**src/rtl/gcd_method_pkg.sv**
```systemverilog
// gcd_method shared definitions
// FSM state encoding and default sizing
package gcd_method_pkg;

  typedef enum logic [1:0] {
    ST_INIT = 2'd0,
    ST_IDLE = 2'd1,
    ST_CALC = 2'd2,
    ST_DONE = 2'd3
  } state_t;

  localparam int DEF_WIDTH    = 32;
  localparam int DEF_MAX_ITER = 1024;
  localparam int DEF_CNT_W    = 16;

endpackage

```
**src/rtl/gcd_method_if.sv**
```systemverilog
// gcd method-call bus
// caller drives req/args, callee answers busy/result
interface gcd_method_if
  import gcd_method_pkg::*;
#(
  parameter int WIDTH = DEF_WIDTH,
  parameter int CNT_W = DEF_CNT_W
);

  logic [WIDTH-1:0] gcd_a;
  logic [WIDTH-1:0] gcd_b;
  logic             gcd_req;
  logic             gcd_busy;
  logic [WIDTH-1:0] gcd_return;
  logic             gcd_error;
  logic [CNT_W-1:0] gcd_cycles;

  modport master (
    output gcd_a,
    output gcd_b,
    output gcd_req,
    input  gcd_busy,
    input  gcd_return,
    input  gcd_error,
    input  gcd_cycles
  );

  modport slave (
    input  gcd_a,
    input  gcd_b,
    input  gcd_req,
    output gcd_busy,
    output gcd_return,
    output gcd_error,
    output gcd_cycles
  );

endinterface

```
**src/rtl/gcd_method_step.sv**
```systemverilog
// one subtraction step of Euclid's algorithm
// larger operand is always the minuend, so no underflow
module gcd_step #(
  parameter int WIDTH = 32
) (
  input  logic [WIDTH-1:0] x_i,
  input  logic [WIDTH-1:0] y_i,
  output logic [WIDTH-1:0] next_x_o,
  output logic [WIDTH-1:0] next_y_o,
  output logic             finished_o,
  output logic [WIDTH-1:0] result_o
);

  logic x_zero;
  logic y_zero;
  logic x_gt_y;

  assign x_zero = (x_i == '0);
  assign y_zero = (y_i == '0);
  assign x_gt_y = (x_i > y_i);

  // terminal cases: a zero operand or equal operands
  always_comb begin
    finished_o = x_zero | y_zero | (x_i == y_i);
    result_o   = x_zero ? y_i : x_i;
  end

  // reduce the larger operand by the smaller one
  always_comb begin
    next_x_o = x_i;
    next_y_o = y_i;
    if (x_gt_y) begin
      next_x_o = x_i - y_i;
    end else begin
      next_y_o = y_i - x_i;
    end
  end

endmodule

```
**src/rtl/gcd_method.sv**
```systemverilog
// gcd method-call responder
// iterative subtraction with a step budget and error flag
module gcd_method
  import gcd_method_pkg::*;
#(
  parameter int WIDTH    = DEF_WIDTH,
  parameter int MAX_ITER = DEF_MAX_ITER,
  parameter int CNT_W    = DEF_CNT_W
) (
  input logic         clk,
  input logic         reset,
  gcd_method_if.slave bus
);

  state_t           state_q, state_d;
  logic [WIDTH-1:0] x_q, x_d;
  logic [WIDTH-1:0] y_q, y_d;
  logic [CNT_W-1:0] cnt_q, cnt_d;
  logic             busy_q, busy_d;
  logic [WIDTH-1:0] ret_q, ret_d;
  logic             err_q, err_d;
  logic [CNT_W-1:0] cyc_q, cyc_d;

  logic [WIDTH-1:0] nx;
  logic [WIDTH-1:0] ny;
  logic             fin;
  logic [WIDTH-1:0] res;
  logic             budget_hit;

  gcd_step #(
    .WIDTH (WIDTH)
  ) u_step (
    .x_i        (x_q),
    .y_i        (y_q),
    .next_x_o   (nx),
    .next_y_o   (ny),
    .finished_o (fin),
    .result_o   (res)
  );

  assign budget_hit = (cnt_q == CNT_W'(MAX_ITER));

  // state and datapath registers; busy reads high while in reset
  always_ff @(posedge clk or posedge reset) begin
    if (reset) begin
      state_q <= ST_INIT;
      x_q     <= '0;
      y_q     <= '0;
      cnt_q   <= '0;
      busy_q  <= 1'b1;
      ret_q   <= '0;
      err_q   <= 1'b0;
      cyc_q   <= '0;
    end else begin
      state_q <= state_d;
      x_q     <= x_d;
      y_q     <= y_d;
      cnt_q   <= cnt_d;
      busy_q  <= busy_d;
      ret_q   <= ret_d;
      err_q   <= err_d;
      cyc_q   <= cyc_d;
    end
  end

  // call sequencing: accept, iterate, publish, wait for req release
  always_comb begin
    state_d = state_q;
    x_d     = x_q;
    y_d     = y_q;
    cnt_d   = cnt_q;
    busy_d  = busy_q;
    ret_d   = ret_q;
    err_d   = err_q;
    cyc_d   = cyc_q;
    unique case (state_q)
      ST_INIT: begin
        busy_d  = 1'b0;
        state_d = ST_IDLE;
      end
      ST_IDLE: begin
        if (bus.gcd_req) begin
          x_d     = bus.gcd_a;
          y_d     = bus.gcd_b;
          cnt_d   = '0;
          busy_d  = 1'b1;
          err_d   = 1'b0;
          state_d = ST_CALC;
        end
      end
      ST_CALC: begin
        if (fin) begin
          ret_d   = res;
          cyc_d   = cnt_q;
          busy_d  = 1'b0;
          state_d = ST_DONE;
        end else if (budget_hit) begin
          ret_d   = '0;
          err_d   = 1'b1;
          cyc_d   = cnt_q;
          busy_d  = 1'b0;
          state_d = ST_DONE;
        end else begin
          x_d   = nx;
          y_d   = ny;
          cnt_d = cnt_q + 1'b1;
        end
      end
      ST_DONE: begin
        if (!bus.gcd_req) begin
          state_d = ST_IDLE;
        end
      end
      default: begin
        state_d = ST_INIT;
      end
    endcase
  end

  assign bus.gcd_busy   = busy_q;
  assign bus.gcd_return = ret_q;
  assign bus.gcd_error  = err_q;
  assign bus.gcd_cycles = cyc_q;

endmodule

```
**src/flat_wrapper.sv**
```systemverilog
// flat-port wrapper written by rule: the top's interface ports become plain ports
module gcd_method_flat import gcd_method_pkg::*;
#(
  parameter int WIDTH    = DEF_WIDTH,
  parameter int MAX_ITER = DEF_MAX_ITER,
  parameter int CNT_W    = DEF_CNT_W
)
  (clk, reset, bus_gcd_a, bus_gcd_b, bus_gcd_req, bus_gcd_busy, bus_gcd_return, bus_gcd_error, bus_gcd_cycles);
  gcd_method_if #(.WIDTH(WIDTH), .CNT_W(CNT_W)) bus_i ();
  input logic clk;
  input logic reset;
  input wire logic [$bits(bus_i.gcd_a)-1:0] bus_gcd_a;
  input wire logic [$bits(bus_i.gcd_b)-1:0] bus_gcd_b;
  input wire logic [$bits(bus_i.gcd_req)-1:0] bus_gcd_req;
  output wire logic [$bits(bus_i.gcd_busy)-1:0] bus_gcd_busy;
  output wire logic [$bits(bus_i.gcd_return)-1:0] bus_gcd_return;
  output wire logic [$bits(bus_i.gcd_error)-1:0] bus_gcd_error;
  output wire logic [$bits(bus_i.gcd_cycles)-1:0] bus_gcd_cycles;
  assign bus_i.gcd_a = bus_gcd_a;
  assign bus_i.gcd_b = bus_gcd_b;
  assign bus_i.gcd_req = bus_gcd_req;
  assign bus_gcd_busy = bus_i.gcd_busy;
  assign bus_gcd_return = bus_i.gcd_return;
  assign bus_gcd_error = bus_i.gcd_error;
  assign bus_gcd_cycles = bus_i.gcd_cycles;
  gcd_method #(.WIDTH(WIDTH), .MAX_ITER(MAX_ITER), .CNT_W(CNT_W)) u_core (.clk(clk), .reset(reset), .bus(bus_i));
endmodule
```
**config.mk**
```make
export PLATFORM = sky130hd
export DESIGN_NAME = gcd_method_flat
export DESIGN_NICKNAME = d
export VERILOG_FILES = /design/src/rtl/gcd_method_pkg.sv /design/src/rtl/gcd_method_if.sv /design/src/rtl/gcd_method_step.sv /design/src/rtl/gcd_method.sv /design/src/flat_wrapper.sv
export SDC_FILE = /design/constraint.sdc
export NUM_CORES = 1
export LEC_CHECK = 0
export CORE_MARGIN = 2
export CORE_UTILIZATION = 61
export CTS_CLUSTER_DIAMETER = 200
export DETAILED_ROUTE_END_ITERATION = 8
export GPL_TIMING_DRIVEN = 0
export PLACE_DENSITY = 0.83
export RECOVER_POWER = 50
export SLEW_MARGIN = 10
export SYNTH_ARGS = -nofsm -noshare
export SYNTH_HDL_FRONTEND = slang
export SYNTH_HIERARCHICAL = 1
export SYNTH_SLANG_ARGS = --single-unit
```
**constraint.sdc**
```tcl
create_clock -name clk -period 9 [get_ports clk]
set_input_delay 2.25 -clock clk [delete_from_list [all_inputs] [get_ports clk]]
set_output_delay 2.25 -clock clk [all_outputs]
set_load 0.02 [all_outputs]
```
Yosys cells after proc, flatten, opt, wreduce, memory -nomap -nowiden:

Cells that the tools add are included.

* $add $sub $neg: 3
* magnitude comparators: 1
* eq/ne operators: 13
* multiplexer cells: 32
* bitwise logic cells: 2
* reduce and logical (&&, ||, !) cells: 13

Operators by type and width (count)
* two-way mux 32 bit: 11
* case mux 32 bit (2 select lines): 2
* two-way mux 16 bit: 5
* logical NOT 32 bit: 2
* subtractor 32 bit: 2
* equality test 32 bit: 1
* > comparator 32 bit: 1
* case mux 16 bit (2 select lines): 1
* adder 16 x 1 -> 16 bit (second input constant): 1
* equality test 16 x 11 -> 1 bit (second input constant): 1
* inequality test 2 bit (second input constant): 6
* AND reduction 5 bit: 2
* two-way mux 2 bit: 4
* case mux 2 bit (4 select lines): 1
* AND reduction 4 bit: 2
* two-way mux 1 bit: 6
* AND reduction 3 bit: 2
* equality test 2 bit (second input constant): 2
* nonzero test 2 bit: 2
* inequality test 3 x 1 -> 1 bit (second input constant): 1
* case mux 1 bit (3 select lines): 1
* nonzero test 3 bit: 1
* equality test 2 x 1 -> 1 bit (second input constant): 1
* logical NOT 2 bit: 1
* other kinds (4): 5

* register bits after elaboration: 132
* input bits: 67
* output and inout bits: 50
* logic and storage cells: 72

Depth between registers and ports, before layout:

* word-level depth: 5
* mapped depth: 16
* depth with buffers taken out: 14

Modules after synthesis:

The synthesis kept the hierarchy.

Modules (own cells, without submodules)
* gcd_method: instances 1, cells each 454, area each 6347.3 µm², seq. area each 3304.4 µm²
* gcd_step: instances 1, cells each 710, area each 4508.1 µm², seq. area each 0.0 µm²

Worst setup path after synthesis:

Ideal clock, no wire load.

* kind: input to register
* start point: in bus_gcd_req
* end point: reg u_core.x_q[30]
* library setup time: 125 ps
* arrival time: 3303 ps
* required time: 8875 ps
* path slack: 5572 ps
* cell stages on the path: 6
* path buffers: 2
* cells stage by stage: mux2_4 > nand2_4 > a21o_4 > buf_8 > buf_12 > mux2_4

* word-level cells in the longest chain between the ends: 2

RTL lines
* start: declaration: RTL line flat_wrapper.sv:14 `input wire logic [$bits(bus_i.gcd_req)-1:0] bus_gcd_req;`
* inequality test 2 bit (no line)
* AND reduction 5 bit (no line)
* end signal: assignment: RTL line gcd_method.sv:47 `x_q <= '0;`
* end signal: assignment: RTL line gcd_method.sv:56 `x_q <= x_d;`
* end: declaration: RTL line gcd_method.sv:16 `logic [WIDTH-1:0] x_q, x_d;`

No other way between the ends.
A chain may end at the register's enable or synchronous reset.

Final worst setup path:

* start point: reg u_core.x_q[1]
* end point: reg u_core.x_q[23]

* word-level cells in the longest chain between the ends: 5
* elaborated cells on any way between the ends: 13
* those cells by class: add/sub (1); order compare (1); eq/ne (3); mux (4); bitwise (2); reduce/logical (2)

RTL lines
* subtractor 32 bit: RTL line gcd_method_step.sv:33 `next_x_o = x_i - y_i;`
* two-way mux 32 bit: RTL line gcd_method_step.sv:32 `if (x_gt_y) begin`
* net u_core.nx[23]: RTL line gcd_method.sv:24 `logic [WIDTH-1:0] nx;`
* two-way mux 32 bit: RTL line gcd_method.sv:97 `end else if (budget_hit) begin`
* two-way mux 32 bit: RTL line gcd_method.sv:92 `if (fin) begin`
* case mux 32 bit (2 select lines): RTL line gcd_method.sv:76 `unique case (state_q)`

The timed path passes the listed nets, and every way through them passes these cells. The select of a mux whose other input is x is not followed.

==> results.md <==
- Pre-antenna DRT Iters: 5
- Main combinational cell family by area after synthesis: compound AO/OA/AOI/OAI gates
- Final wirelength: 34.8 mm
- Clock transition at path regs: 0.06 ns
- Top cell type's share of synthesized area: 0.302
- Initial antenna violation count: 0
- Total track usage: 0.374
- WL per Instance: 22.6 um
- Synth Flop Type: dfrtp_1
- Synth Area in Simple Gates: 0.120
- Async set or reset register ratio after synthesis: 1.00
- Setup TNS: 0 ns
- Clock Sinks: 132
- Max clock buf depth: 2
- Final net count: 1,438
- Total CTS buffers: 17
- Critical Path Source Type: flip-flop
- Die Area: 18,900 um^2
- Max Fanout on Critical Path: 10
- Largest net degree at the start of global routing: 78
- Worst hold start: u_core/bus.gcd_return[22]
- Grt total ovfl: 0
- DP HPWL: 25.3 mm
- Area share of xor/xnor cells in the synthesized design: 0.0444
- Final hold violations: 0
- Fin crit period: 4.45 ns
- Register area share after synthesis: 0.304
- TritonCTS clock tree: done
- Row count: 48
- PostCTS Resize Cnt: 0
- Placed Cells: 1,506
- Hold EP: u_core/bus.gcd_return[22]
- Clock root cell: clkbuf_16
- Hold Crit Class: flip-flop to flip-flop
- Ys Warns: 6
- Area growth syn-to-layout: 19.0%
- Post-synthesis register bit count: 132
- Clk_skew: 0.0149 ns
- Clk Latency, worst-skew pair: 0.44 ns
- Post CTS Setup Buffer Count: 0
- Critical path class: flip-flop to flip-flop
- Status: finished, violations left
- Worst setup startpoint: u_core/x_q[1]
- Synth area leader: dfrtp_1
- Final setup fails: 0
- Mux contribution to synthesized area: 0.176
- Worst hold stages: 1
- Starting Density: 0.625
- Maxcap violations: 1
- Slew @ Worst Pin: 2.56 ns
- Synthesized cell area: 10,900 um^2
- Post-synth cell types: 74
- Core Area: 17,400 um^2
- Compound-gate portion of the synthesized area: 0.206
- Top cells by count, synth: dfrtp_1, mux2_2, a21oi_1
- Synthesized Nets: 1,302
- Die X: 137 um
- Final Max Tran Viols: 56
- RSZ-0062 raised after global routing: no
- Max Fclk: 225 MHz
- FF-to-FF End: u_core/x_q[23]
- Vias per cell: 6.46
- Layout cells sized above 1: 0.182
- Slew headroom: -0.718
- Avg Cell Area, Syn: 9.33 um^2
- Cts hold-fix bufs: 0
- Adder-cell share of the synthesized area: 0.0832
- Final ANT Viol Nets: 0
- Die H: 137 um
- First-pass GRT wire length: 53.5 mm
- Fin cells: 1,538
- Gpl congestion: 0.986
- Required time worst endpoint: 9.32 ns
- Vias in the first global route: 9,776
- Area contributors post-synth: dfrtp_1, mux2_2, ha_1
- Most frequent cell after synthesis: dfrtp_1
- Failing checks: capacitance limit, slew limit
- Diodes inserted: 0
- Critical path capture point type: flip-flop
- Post-synth EDFFs: 0
- Detailed Route Iter0 Violations: 968
- DRC Markers: 0
- Worst R2R Path Depth: 13
- Fin crit share: 0.494
- PortBufs: 116
- # IOs: 117
- Crit path DAT: 4.77 ns
- Via count: 9,930
- H-tree depth: 4
- Synthesized instance count: 1,164
- Reg2reg start: u_core/x_q[1]
- R2r setup slk: 4.55 ns
==> through the flow <==
stage / instance area [um^2] / utilization / hold WS [ns] / worst slack [ns]
floorplan: 10900 / - / 0.523 / 3.23
global placement: 12300 / 0.709 / 0.482 / 1.42
detailed placement: 12300 / 0.710 / 0.480 / 4.72
CTS: 12900 / 0.746 / 0.503 / 4.70
global route: 12900 / 0.745 / 0.511 / 4.36
finish: 12900 / 0.745 / 0.496 / 4.55
==> registers in the layout (all words and copies together), names as in the netlist <==
name / count
u_core/y_q: 32
u_core/x_q: 32
u_core/bus.gcd_error: 1
u_core/bus.gcd_return: 32
u_core/state_q: 2
u_core/bus.gcd_busy: 1
u_core/bus.gcd_cycles: 16
u_core/cnt_q: 16
==> kinds of logic (layout without fill, tap and decap cells) <==
group / count (synthesis) / in the layout
AOI/OAI and AO/OA: 332 / 332
and+or+nand+nor: 262 / 262
muxes: 157 / 157
buffers and inverters: 155 / 304
DFF: 132 / 132
adders and majority gates: 71 / 71
xor gates and xnor gates: 55 / 55
==> how the worst max path moves through the flow <==
stage | endpoint | slack (ns) | cells after the start
floorplan | u_core/bus.gcd_cycles[0] | 3.23 | 1
global placement | u_core/bus.gcd_return[19] | 1.42 | 2
detailed placement | u_core/x_q[23] | 4.72 | 13
CTS | u_core/x_q[23] | 4.70 | 13
global route | u_core/x_q[20] | 4.36 | 2
finish | u_core/x_q[23] | 4.55 | 13
==> placed cells by master (no fill, tap or decap), types with 6 or more instances in the layout <==
cell | synthesis | layout
buf_2 | 25 | 24
xnor2_1 | 33 | 33
and2_1 | 6 | 6
nand4_1 | 13 | 13
dfrtp_1 | 131 | 131
a22o_1 | 33 | 33
inv_1 | 81 | 80
o21ai_0 | 65 | 66
nor4_1 | 20 | 20
a21o_1 | 28 | 28
a21oi_1 | 92 | 92
nand3_1 | 16 | 16
and3_1 | 7 | 7
nor2b_1 | 7 | 7
mux2_4 | 40 | 40
clkdlybuf4s50_1 | 0 | 115
o21bai_1 | 10 | 10
ha_1 | 69 | 69
inv_8 | 0 | 6
nor3_1 | 10 | 10
o21a_1 | 8 | 8
mux2i_1 | 9 | 9
nand2_1 | 85 | 86
nand2b_1 | 15 | 15
a31oi_1 | 6 | 6
o31ai_1 | 38 | 38
xor2_1 | 22 | 22
clkbuf_16 | 0 | 17
nor2_1 | 56 | 57
clkbuf_1 | 36 | 38
mux2_2 | 108 | 108
==> layout make-up <==
| class | count | area, um^2 |
|---|---|---|
| Timing Repair Buffer | 117 | 1190 |
| Fill cell | 1276 | 4430 |
| Sequential cell | 132 | 3300 |
| Clock inverter | 15 | 185 |
| Inverter | 81 | 305 |
| Tap cell | 225 | 282 |
| Clock buffer | 17 | 425 |
| Multi-Input combinational cell | 877 | 6820 |
| Buffer | 74 | 409 |
==> per-layer routing <==
metal	track usage	share of wire	routed length, um
met1	0.498	0.42	14500
met2	0.594	0.46	16100
met4	0.183	0.041	1440
met3	0.0567	0.080	2780
met5	0	0	0
==> worst max-delay path, stage by stage, from the launching register on <==
cell	delay (ns)
dfrtp_1	0.56
inv_1	0.17
fa_1	0.47
nand2b_1	0.21
a21o_1	0.25
o2bb2ai_1	0.21
o211a_1	0.29
nor2_1	0.23
a221oi_2	0.13
a31oi_2	0.34
clkbuf_1	0.73
o21ai_0	0.19
mux2_2	0.30
mux2_4	0.26
Power is left out: the tool's default activity adds up to more than one toggle a clock period on the data nets, which glitch-free logic cannot reach.
